### config.mk
export PLATFORM = sky130hd
export DESIGN_NAME = layer_sequencer_flat
export DESIGN_NICKNAME = d
export VERILOG_FILES = /design/src/rtl/net_ctrl_pkg.sv /design/src/rtl/layer_sequencer_if.sv /design/src/rtl/layer_watchdog.sv /design/src/rtl/layer_sequencer.sv /design/src/flat_wrapper.sv
export SDC_FILE = /design/constraint.sdc
export NUM_CORES = 1
export LEC_CHECK = 0
export ABC_AREA = 0
export CAP_MARGIN = 15
export CORE_AREA = 2 2 39 41
export CTS_CLUSTER_DIAMETER = 80
export CTS_CLUSTER_SIZE = 40
export DETAILED_ROUTE_END_ITERATION = 10
export DIE_AREA = 0 0 41 43
export DONT_BUFFER_PORTS = 1
export HOLD_SLACK_MARGIN = 0.03
export SKIP_LAST_GASP = 1
export SLEW_MARGIN = 15
export SYNTH_ARGS = -nofsm -noshare
export SYNTH_HDL_FRONTEND = slang
export SYNTH_SLANG_ARGS = --single-unit
### constraint.sdc
create_clock -name clk -period 1.9 [get_ports clk]
set_input_delay 0.095 -clock clk [delete_from_list [all_inputs] [get_ports clk]]
set_output_delay 0.095 -clock clk [all_outputs]
set_load 0.01 [all_outputs]
### src/rtl/net_ctrl_pkg.sv
// Shared network-control definitions: sequencer state encodings and the
// default layer count / layer index width used by the RAM controller and datapath.
package net_ctrl_pkg;

    localparam int unsigned NUM_LAYERS_DEF = 3;
    localparam int unsigned LAYER_W_DEF    = 2;
    localparam int unsigned STATE_W        = 3;

    localparam logic [2:0] ST_IDLE    = 3'd0;
    localparam logic [2:0] ST_LAUNCH  = 3'd1;
    localparam logic [2:0] ST_WAIT    = 3'd2;
    localparam logic [2:0] ST_ADVANCE = 3'd3;
    localparam logic [2:0] ST_FINISH  = 3'd4;

endpackage

### src/rtl/layer_sequencer_if.sv
// Control/status bundle between the top-level start/abort logic, the
// RAM controller and the layer sequencer. The sequencer uses the slave view.
interface layer_sequencer_if #(
    parameter int unsigned LAYER_W = net_ctrl_pkg::LAYER_W_DEF
);
    logic               start;
    logic               done;
    logic               abort;
    logic [LAYER_W-1:0] layer;
    logic               layer_sel;
    logic               ram_start;
    logic               busy;
    logic               net_done;
    logic               timeout;

    modport master (
        output start, done, abort,
        input  layer, layer_sel, ram_start, busy, net_done, timeout
    );

    modport slave (
        input  start, done, abort,
        output layer, layer_sel, ram_start, busy, net_done, timeout
    );
endinterface

### src/rtl/layer_watchdog.sv
// Per-layer WAIT watchdog: counts cycles while enabled, flags expiry when the
// count reaches TIMEOUT_CYCLES-1. Instantiated only with LAYER_SEQUENCER_WATCHDOG_EN.
module layer_watchdog #(
    parameter int unsigned TIMEOUT_CYCLES = 1024
) (
    input  logic clk,
    input  logic reset,
    input  logic clear,
    input  logic enable,
    output logic expire
);
    localparam int unsigned CNT_W = (TIMEOUT_CYCLES > 2) ? $clog2(TIMEOUT_CYCLES) : 1;
    localparam logic [CNT_W-1:0] LIMIT = CNT_W'(TIMEOUT_CYCLES - 1);

    logic [CNT_W-1:0] count_q;

    // Cycle counter, held at zero outside WAIT so each layer starts fresh
    always_ff @(posedge clk) begin
        if (reset || clear) begin
            count_q <= '0;
        end else if (enable) begin
            count_q <= count_q + CNT_W'(1);
        end
    end

    assign expire = (count_q == LIMIT);
endmodule

### src/rtl/layer_sequencer.sv
// Network-level layer sequencer: steps layer 0..NUM_LAYERS-1, launches the
// RAM controller per layer, waits for done, and flags end of pass.
// Optional watchdog: define LAYER_SEQUENCER_WATCHDOG_EN.
module layer_sequencer
    import net_ctrl_pkg::*;
#(
    parameter int unsigned NUM_LAYERS     = NUM_LAYERS_DEF,
    parameter int unsigned LAYER_W        = LAYER_W_DEF,
    parameter int unsigned TIMEOUT_CYCLES = 1024
) (
    input logic               clk,
    input logic               reset,
    layer_sequencer_if.slave  bus
);
    localparam logic [LAYER_W-1:0] LAST_LAYER = LAYER_W'(NUM_LAYERS - 1);

    logic [STATE_W-1:0] state_q, state_d;
    logic [LAYER_W-1:0] layer_q, layer_d;
    logic               timeout_d;
    logic               expire;

    logic ram_start_q, busy_q, net_done_q, layer_sel_q, timeout_q;

`ifdef LAYER_SEQUENCER_WATCHDOG_EN
    logic wd_clear;
    logic wd_enable;

    assign wd_clear  = (state_q != ST_WAIT);
    assign wd_enable = (state_q == ST_WAIT) && !bus.done;

    layer_watchdog #(
        .TIMEOUT_CYCLES (TIMEOUT_CYCLES)
    ) u_watchdog (
        .clk    (clk),
        .reset  (reset),
        .clear  (wd_clear),
        .enable (wd_enable),
        .expire (expire)
    );
`else
    assign expire = 1'b0;
`endif

    // State and layer index registers
    always_ff @(posedge clk) begin
        if (reset) begin
            state_q <= ST_IDLE;
            layer_q <= '0;
        end else begin
            state_q <= state_d;
            layer_q <= layer_d;
        end
    end

    // Next-state / next-layer logic; abort overrides everything
    always_comb begin
        state_d   = state_q;
        layer_d   = layer_q;
        timeout_d = 1'b0;
        case (state_q)
            ST_IDLE: begin
                layer_d = '0;
                if (bus.start) begin
                    state_d = ST_LAUNCH;
                end
            end
            ST_LAUNCH: begin
                state_d = ST_WAIT;
            end
            ST_WAIT: begin
                if (bus.done) begin
                    state_d = ST_ADVANCE;
                end else if (expire) begin
                    state_d   = ST_IDLE;
                    layer_d   = '0;
                    timeout_d = 1'b1;
                end
            end
            ST_ADVANCE: begin
                if (layer_q == LAST_LAYER) begin
                    state_d = ST_FINISH;
                end else begin
                    layer_d = layer_q + LAYER_W'(1);
                    state_d = ST_LAUNCH;
                end
            end
            ST_FINISH: begin
                layer_d = '0;
                state_d = ST_IDLE;
            end
            default: begin
                state_d = ST_IDLE;
                layer_d = '0;
            end
        endcase
        if (bus.abort) begin
            state_d   = ST_IDLE;
            layer_d   = '0;
            timeout_d = 1'b0;
        end
    end

    // Outputs registered from the next state so they line up with the state they describe
    always_ff @(posedge clk) begin
        if (reset) begin
            ram_start_q <= 1'b0;
            busy_q      <= 1'b0;
            net_done_q  <= 1'b0;
            layer_sel_q <= (NUM_LAYERS > 1);
            timeout_q   <= 1'b0;
        end else begin
            ram_start_q <= (state_d == ST_LAUNCH);
            busy_q      <= (state_d != ST_IDLE);
            net_done_q  <= (state_d == ST_FINISH);
            layer_sel_q <= (layer_d != LAST_LAYER);
            timeout_q   <= timeout_d;
        end
    end

    assign bus.layer     = layer_q;
    assign bus.layer_sel = layer_sel_q;
    assign bus.ram_start = ram_start_q;
    assign bus.busy      = busy_q;
    assign bus.net_done  = net_done_q;
    assign bus.timeout   = timeout_q;
endmodule

### src/flat_wrapper.sv
// flat-port wrapper written by rule: the top's interface ports become plain ports
module layer_sequencer_flat import net_ctrl_pkg::*;
#(
    parameter int unsigned NUM_LAYERS     = NUM_LAYERS_DEF,
    parameter int unsigned LAYER_W        = LAYER_W_DEF,
    parameter int unsigned TIMEOUT_CYCLES = 1024
)
  (clk, reset, bus_start, bus_done, bus_abort, bus_layer, bus_layer_sel, bus_ram_start, bus_busy, bus_net_done, bus_timeout);
  layer_sequencer_if #(.LAYER_W(LAYER_W)) bus_i ();
  input logic clk;
  input logic reset;
  input wire logic [$bits(bus_i.start)-1:0] bus_start;
  input wire logic [$bits(bus_i.done)-1:0] bus_done;
  input wire logic [$bits(bus_i.abort)-1:0] bus_abort;
  output wire logic [$bits(bus_i.layer)-1:0] bus_layer;
  output wire logic [$bits(bus_i.layer_sel)-1:0] bus_layer_sel;
  output wire logic [$bits(bus_i.ram_start)-1:0] bus_ram_start;
  output wire logic [$bits(bus_i.busy)-1:0] bus_busy;
  output wire logic [$bits(bus_i.net_done)-1:0] bus_net_done;
  output wire logic [$bits(bus_i.timeout)-1:0] bus_timeout;
  assign bus_i.start = bus_start;
  assign bus_i.done = bus_done;
  assign bus_i.abort = bus_abort;
  assign bus_layer = bus_i.layer;
  assign bus_layer_sel = bus_i.layer_sel;
  assign bus_ram_start = bus_i.ram_start;
  assign bus_busy = bus_i.busy;
  assign bus_net_done = bus_i.net_done;
  assign bus_timeout = bus_i.timeout;
  layer_sequencer #(.NUM_LAYERS(NUM_LAYERS), .LAYER_W(LAYER_W), .TIMEOUT_CYCLES(TIMEOUT_CYCLES)) u_core (.clk(clk), .reset(reset), .bus(bus_i));
endmodule
==> impl_metrics.json, run 1 <==
{
  "status": "finished, final reports clean",
  "critical_path.top_delay_family": "simple AND/OR/NAND/NOR gates",
  "irDropWorstVdd_uv": 427,
  "final_hold_viol_count": 0,
  "crit_required_ns": 2.06,
  "synth-main-ff-cell": "dfxtp_1",
  "crit_path_end_kind": "register",
  "grt_pass1_vias": 243,
  "worstSetupStartpointType": "register",
  "p_leak_nw": 0.142,
  "wl_per_cell_um": 11.1,
  "antenna_found_initial": 0,
  "max_stage_delay_ns": 0.45,
  "area_delta_synth_final_pct": 9.81,
  "routed_via_density": 4.51,
  "cts_buffers": 3,
  "setup_viol": 0,
  "synth.avg_cell_area_um2": 9.19,
  "fin_tns_setup_ns": 0,
  "synthCells": 43,
  "power.switching_uw": 79.6,
  "fin_nets": 53,
  "grt_overflow": 0,
  "diodes": 0,
  "path_class": "register to register",
  "die_y_um": 43,
  "wl_um": 675,
  "post-route-min-period_ns": 1.56,
  "crit_chain": "inv_1, ha_1, or4b_1, o22ai_2, nand2_1",
  "crit_fanout": 4,
  "finalPower_uw": 361,
  "power.internal_uw": 281,
  "cts-htree-levels": 1,
  "drc": 0,
  "clk-insertion-delay-late_ns": 0.26,
  "drive_above_1_share_pct": 17.8,
  "arrival_ns": 1.72,
  "num_rows": 14,
  "clock_power_share_pct": 41.0,
  "detail_route.iter0.violations": 5,
  "io_pins": 12,
  "skew_ns": 0.00124,
  "cts_buffer_depth": 2,
  "die_area_mm2": 0.00176,
  "core_area_mm2": 0.00138,
  "fin_crit_sh_pct": 82.2,
  "fp.dieW_um": 41,
  "rsz0062_at_grt": "no",
  "grt_pass1_wl_um": 1040,
  "async_flop_share_pct": 0,
  "synthDistinctLibCells": 19,
  "min_path_type": "input port to register",
  "max_cap_viol_count": 0,
  "initial_core_util_pct": 28.6,
  "synth_nets": 50,
  "place.gp.congestion": 0.738,
  "synth-seq-cells": 9,
  "slowest_stage": "or4b_1",
  "ys.warnings.count": 0,
  "cts_root_buf": "clkbuf_4",
  "cellPowerDensity_mw_per_mm2": 831,
  "final_util_pct": 31.4,
  "whs_ns": 0.0593,
  "pwr-share-comb_pct": 4.3,
  "clkSinkCount": 9,
  "vias": 275,
  "grt_usage_pct": 9.68,
  "path_clk_slew_ns": 0.06,
  "netlist_area_um2": 395,
  "portBuffers": 0,
  "grt_max_degree": 9,
  "antenna_left": 0,
  "drtPass1Iterations": 4,
  "cts_tree": "built",
  "hpwl_um": 496,
  "fmaxAchievable_mhz": 641,
  "layout_common_cells": "9 x dfxtp_1, 7 x nor2_1, 4 x nand2_1",
  "synth.yosys.seq_area_share_pct": 45.6,
  "swShare_pct": 22.1,
  "pwr-share-seq_pct": 54.7,
  "layout_commonest_cell": "dfxtp_1",
  "synth_edf_count": 0,
  "cp_num_buf_inv": 1,
  "slew_violations": 0
}
[worst register-to-register path, stage by stage (launching register included)]
cell and delay [ns]:
dfxtp_1 0.41, inv_1 0.09, ha_1 0.29, or4b_1 0.45, o22ai_2 0.15, nand2_1 0.07
[cell type report]
class	instances	area (µm²)
Sequential cell	9	180
Tap cell	16	20.0
Fill cell	148	950
Timing Repair Buffer	2	20.0
Inverter	2	7.51
Multi-Input combinational cell	28	180
Clock buffer	4	26.3
[routing by layer]
layer  GRT usage (%)  up-vias  wire [µm]
li1                -      141          -
met1            9.77      123        292
met2            12.8        9        305
met3            9.95        2         70
met4            4.00        0          6
met5               0        -          0
[final timing paths]
| check | from | endpoint | slack (ns) | cells after the start |
|---|---|---|---|---|
| setup / recovery | u_core.bus.layer[0]$_SDFF_PP0_ | u_core.bus.layer_sel$_SDFF_PP1_ | 0.34 | 5 |
| hold / removal | bus_abort | u_core.bus.layer[1]$_SDFF_PP0_ | 0.06 | 2 |
| setup reg to reg | u_core.bus.layer[0]$_SDFF_PP0_ | u_core.bus.layer_sel$_SDFF_PP1_ | 0.34 | 5 |
| hold reg to reg | u_core.state_q[0]$_SDFF_PP0_ | u_core.state_q[2]$_SDFF_PP0_ | 0.60 | 2 |
[sequential cells by signal, summed over array words and instances, names as in the netlist]
register and count:
u_core.bus.busy 1, u_core.bus.layer_sel 1, u_core.bus.net_done 1, u_core.bus.layer 2, u_core.state_q 3, u_core.bus.ram_start 1
[metrics by stage]
| step | std cells | setup slack [ns] | instance area (µm²) |
|---|---|---|---|
| floorplan | 43 | 0.439 | 395 |
| detailed placement | 55 | 0.350 | 388 |
| global placement | 55 | 0.365 | 388 |
| global route | 61 | 0.275 | 434 |
| finish | 61 | 0.339 | 434 |
| CTS | 61 | 0.336 | 434 |
[repair_timing]
item | 4_1_cts | 5_1_grt
gates resized for setup | 0 | 0
endpoints found under the hold margin | 3 | 0
setup buffers | 0 | 0
hold buffers | 2 | 0
[cell families after synthesis]
kind of cell	after synthesis	synth area share, %
flops	9	45.6
compound gates	3	6.01
simple gates	19	24.7
mux	2	5.38
fa+ha+maj	2	6.33
buf+inv	6	8.86
xor+xnor	1	2.22
other cells	1	0.948
[power by group through the flow]
stage	clock (mW)	combinational (mW)	sequential (mW)
after floorplan	0	0.0170	0.198
after CTS	0.154	0.0157	0.197
after global placement	0	0.0118	0.201
after global routing	0.162	0.0169	0.198
final	0.148	0.0155	0.197
after detailed placement	0	0.0120	0.202
[synth_stat cells (2+ instances only)]
cell | count | area, µm²
or4b_1 | 2 | 20.0
inv_1 | 2 | 7.51
or3_2 | 2 | 15.0
nor2_1 | 7 | 26.3
buf_4 | 3 | 22.5
nand2_1 | 4 | 15.0
nand3_1 | 2 | 10.0
ha_1 | 2 | 25.0
dfxtp_1 | 9 | 180
Note: power is estimated with default switching activity, not from simulation.
==> inputs of run 2 (changes only) <==
==> constraint.sdc (replaced) <==
create_clock -name clk -period 1.3 [get_ports clk]
set_input_delay 0.065 -clock clk [delete_from_list [all_inputs] [get_ports clk]]
set_output_delay 0.065 -clock clk [all_outputs]
set_load 0.01 [all_outputs]
==> run 2 against run 1 <==
Combinational power up 130%. Largest cell class is now multi-input gates. Clock power up 40%. Clock skew up 0.0011 ns. Cell count up 13%. Die area unchanged. Global-route usage up 0.28 points. Worst setup slack worse by 0.45 ns. Sequential share of layout area down 6.8 points. Utilization up 7.1 points. Sequential power up 43%. The flow now finishes with violations (setup timing).
==> impl_metrics.json, run 2 (synthesized netlist as in run 1, its figures left out) <==
{
  "status": "complete, but fails checks",
  "violations": "setup timing",
  "fillers": 137,
  "grt_max_degree": 8,
  "p_leak_nw": 0.188,
  "num_rows": 14,
  "grt_pass1_wl_um": 1150,
  "placed_cell_area_um2": 438,
  "fin_crit_sh_pct": 108,
  "top_register": "u_core.state_q",
  "slew_violations": 0,
  "top_usage_layer": "met2",
  "global_route.usage.met2_pct": 14.1,
  "initial_core_util_pct": 28.6,
  "layout_setup_ws_ns": -0.108,
  "layout_common_cells": "7 x nor2_1, 7 x dfxtp_1, 6 x buf_4",
  "largest_reg_flops": 3,
  "detail_route.iter0.violations": 4,
  "rsz0062_at_grt": "yes",
  "core_area_mm2": 0.00138,
  "antenna_left": 0,
  "crit_chain": "inv_4, ha_4, or4b_4, o22ai_4, nand2_1",
  "hpwl_um": 532,
  "max_cap_viol_count": 0,
  "cp_num_buf_inv": 1,
  "cellPowerDensity_mw_per_mm2": 984,
  "use_met3_pct": 7.85,
  "place.gp.congestion": 0.696,
  "max_stage_delay_ns": 0.47,
  "cts_buffer_depth": 2,
  "drtPass1Iterations": 4,
  "post-cts-setup-buffers": 0,
  "fin_nets": 61,
  "final_hold_viol_count": 0,
  "critical_path.top_delay_family": "simple AND/OR/NAND/NOR gates",
  "grt_use_met1_pct": 11.7,
  "crit_fanout": 2,
  "antenna_found_initial": 0,
  "skew_ns": 0.00234,
  "area_delta_synth_final_pct": 34.8,
  "slowest_stage": "or4b_4",
  "irDropWorstVdd_uv": 593,
  "setup_viol": 2,
  "cts_root_buf": "clkbuf_4",
  "design_area_um2": 533,
  "path_class": "register to register",
  "drive_above_1_share_pct": 39.6,
  "fp.dieW_um": 41,
  "wl_per_cell_um": 10.6,
  "worstSetupStartpointType": "register",
  "crit_path_end_kind": "register",
  "vias": 300,
  "min_path_type": "input port to register",
  "io_pins": 12,
  "path_clk_slew_ns": 0.06,
  "grt_pass1_vias": 279,
  "cts_buffers": 3,
  "die_y_um": 43,
  "cts-htree-levels": 1,
  "grt_overflow": 0,
  "cts_tree": "built",
  "wl_um": 728,
  "diodes": 0,
  "finalPower_uw": 525,
  "portBuffers": 0,
  "routed_via_density": 4.35,
  "clk-insertion-delay-late_ns": 0.25,
  "drc": 0,
  "fmaxAchievable_mhz": 710,
  "grt_usage_pct": 9.96,
  "die_area_mm2": 0.00176,
  "clkSinkCount": 9,
  "arrival_ns": 1.55,
  "post-route-min-period_ns": 1.41,
  "crit_required_ns": 1.44
}
==> run 2: changes by cell type in the layout (fill, tap and decap cells not counted), moves of 2 or more <==
| cell | previous run | this run |
|---|---|---|
| dfxtp_1 | 9 | 7 |
| buf_4 | 0 | 6 |
| inv_1 | 2 | 0 |
| ha_1 | 2 | 0 |
| dlygate4sd3_1 | 2 | 4 |
==> run 2: worst paths after layout <==
| check | startpoint | endpoint | slack, ns | cells after the start |
|---|---|---|---|---|
| setup / recovery | u_core.bus.layer[0]$_SDFF_PP0_ | u_core.bus.layer_sel$_SDFF_PP1_ | -0.11 | 5 |
| hold / removal | bus_abort | u_core.bus.layer[1]$_SDFF_PP0_ | 0.06 | 2 |
| setup reg to reg | u_core.bus.layer[0]$_SDFF_PP0_ | u_core.bus.layer_sel$_SDFF_PP1_ | -0.11 | 5 |
| hold reg to reg | u_core.state_q[0]$_SDFF_PP0_ | u_core.bus.layer[1]$_SDFF_PP0_ | 0.57 | 2 |
==> run 2: layout make-up <==
| cell class | count | area [µm²] | share of cell area (%) |
|---|---|---|---|
| flip-flops and latches | 9 | 185 | 34.7 |
| inverters | 2 | 10.0 | 1.88 |
| multi-input cells | 28 | 206 | 38.7 |
| clock buffers | 4 | 26.3 | 4.93 |
| well taps | 16 | 20.0 | 3.76 |
| repair buffers | 10 | 85.1 | 16.0 |
==> run 2: worst reg2reg max path, stage by stage, from the launching register on <==
cell and delay (ns):
dfxtp_4 0.35, inv_4 0.04, ha_4 0.25, or4b_4 0.47, o22ai_4 0.12, nand2_1 0.07
==> run 2: timing repair <==
item | CTS | global route
resized for setup | 4 | 2
setup endpoints to repair | 2 | 3
hold endpoints to repair | 4 | 0
hold buffers | 4 | 0
cloned | 0 | 0
pin swaps | 0 | 1
==> run 2: power breakdown <==
group          total, mW  internal [mW]  switching, mW
Clock              0.207          0.118         0.0890
Combinational     0.0355         0.0182         0.0173
Sequential         0.282          0.279        0.00329
Total              0.525          0.415          0.110
==> run 2: metal layers <==
| metal | vias to the layer above | part of all wire [%] |
|---|---|---|
| li1 | 164 | - |
| met1 | 128 | 46 |
| met2 | 8 | 48 |
| met3 | 0 | 6.6 |
| met4 | 0 | 0 |
| met5 | - | 0 |
==> run 2: per-stage QoR <==
stage / utilization (%) / instances / TNS [ns] / hold WS, ns / setup slack, ns
finish: 38.5 / 69 / -0.111 / 0.0570 / -0.108
global route: 38.5 / 69 / -0.254 / 0.0523 / -0.144
global placement: 31.6 / 61 / -0.0699 / 0.195 / -0.0699
CTS: 38.3 / 69 / -0.104 / 0.0501 / -0.102
floorplan: - / 43 / -0.0525 / 0.185 / -0.0525
detailed placement: 31.6 / 61 / -0.0995 / 0.198 / -0.0972
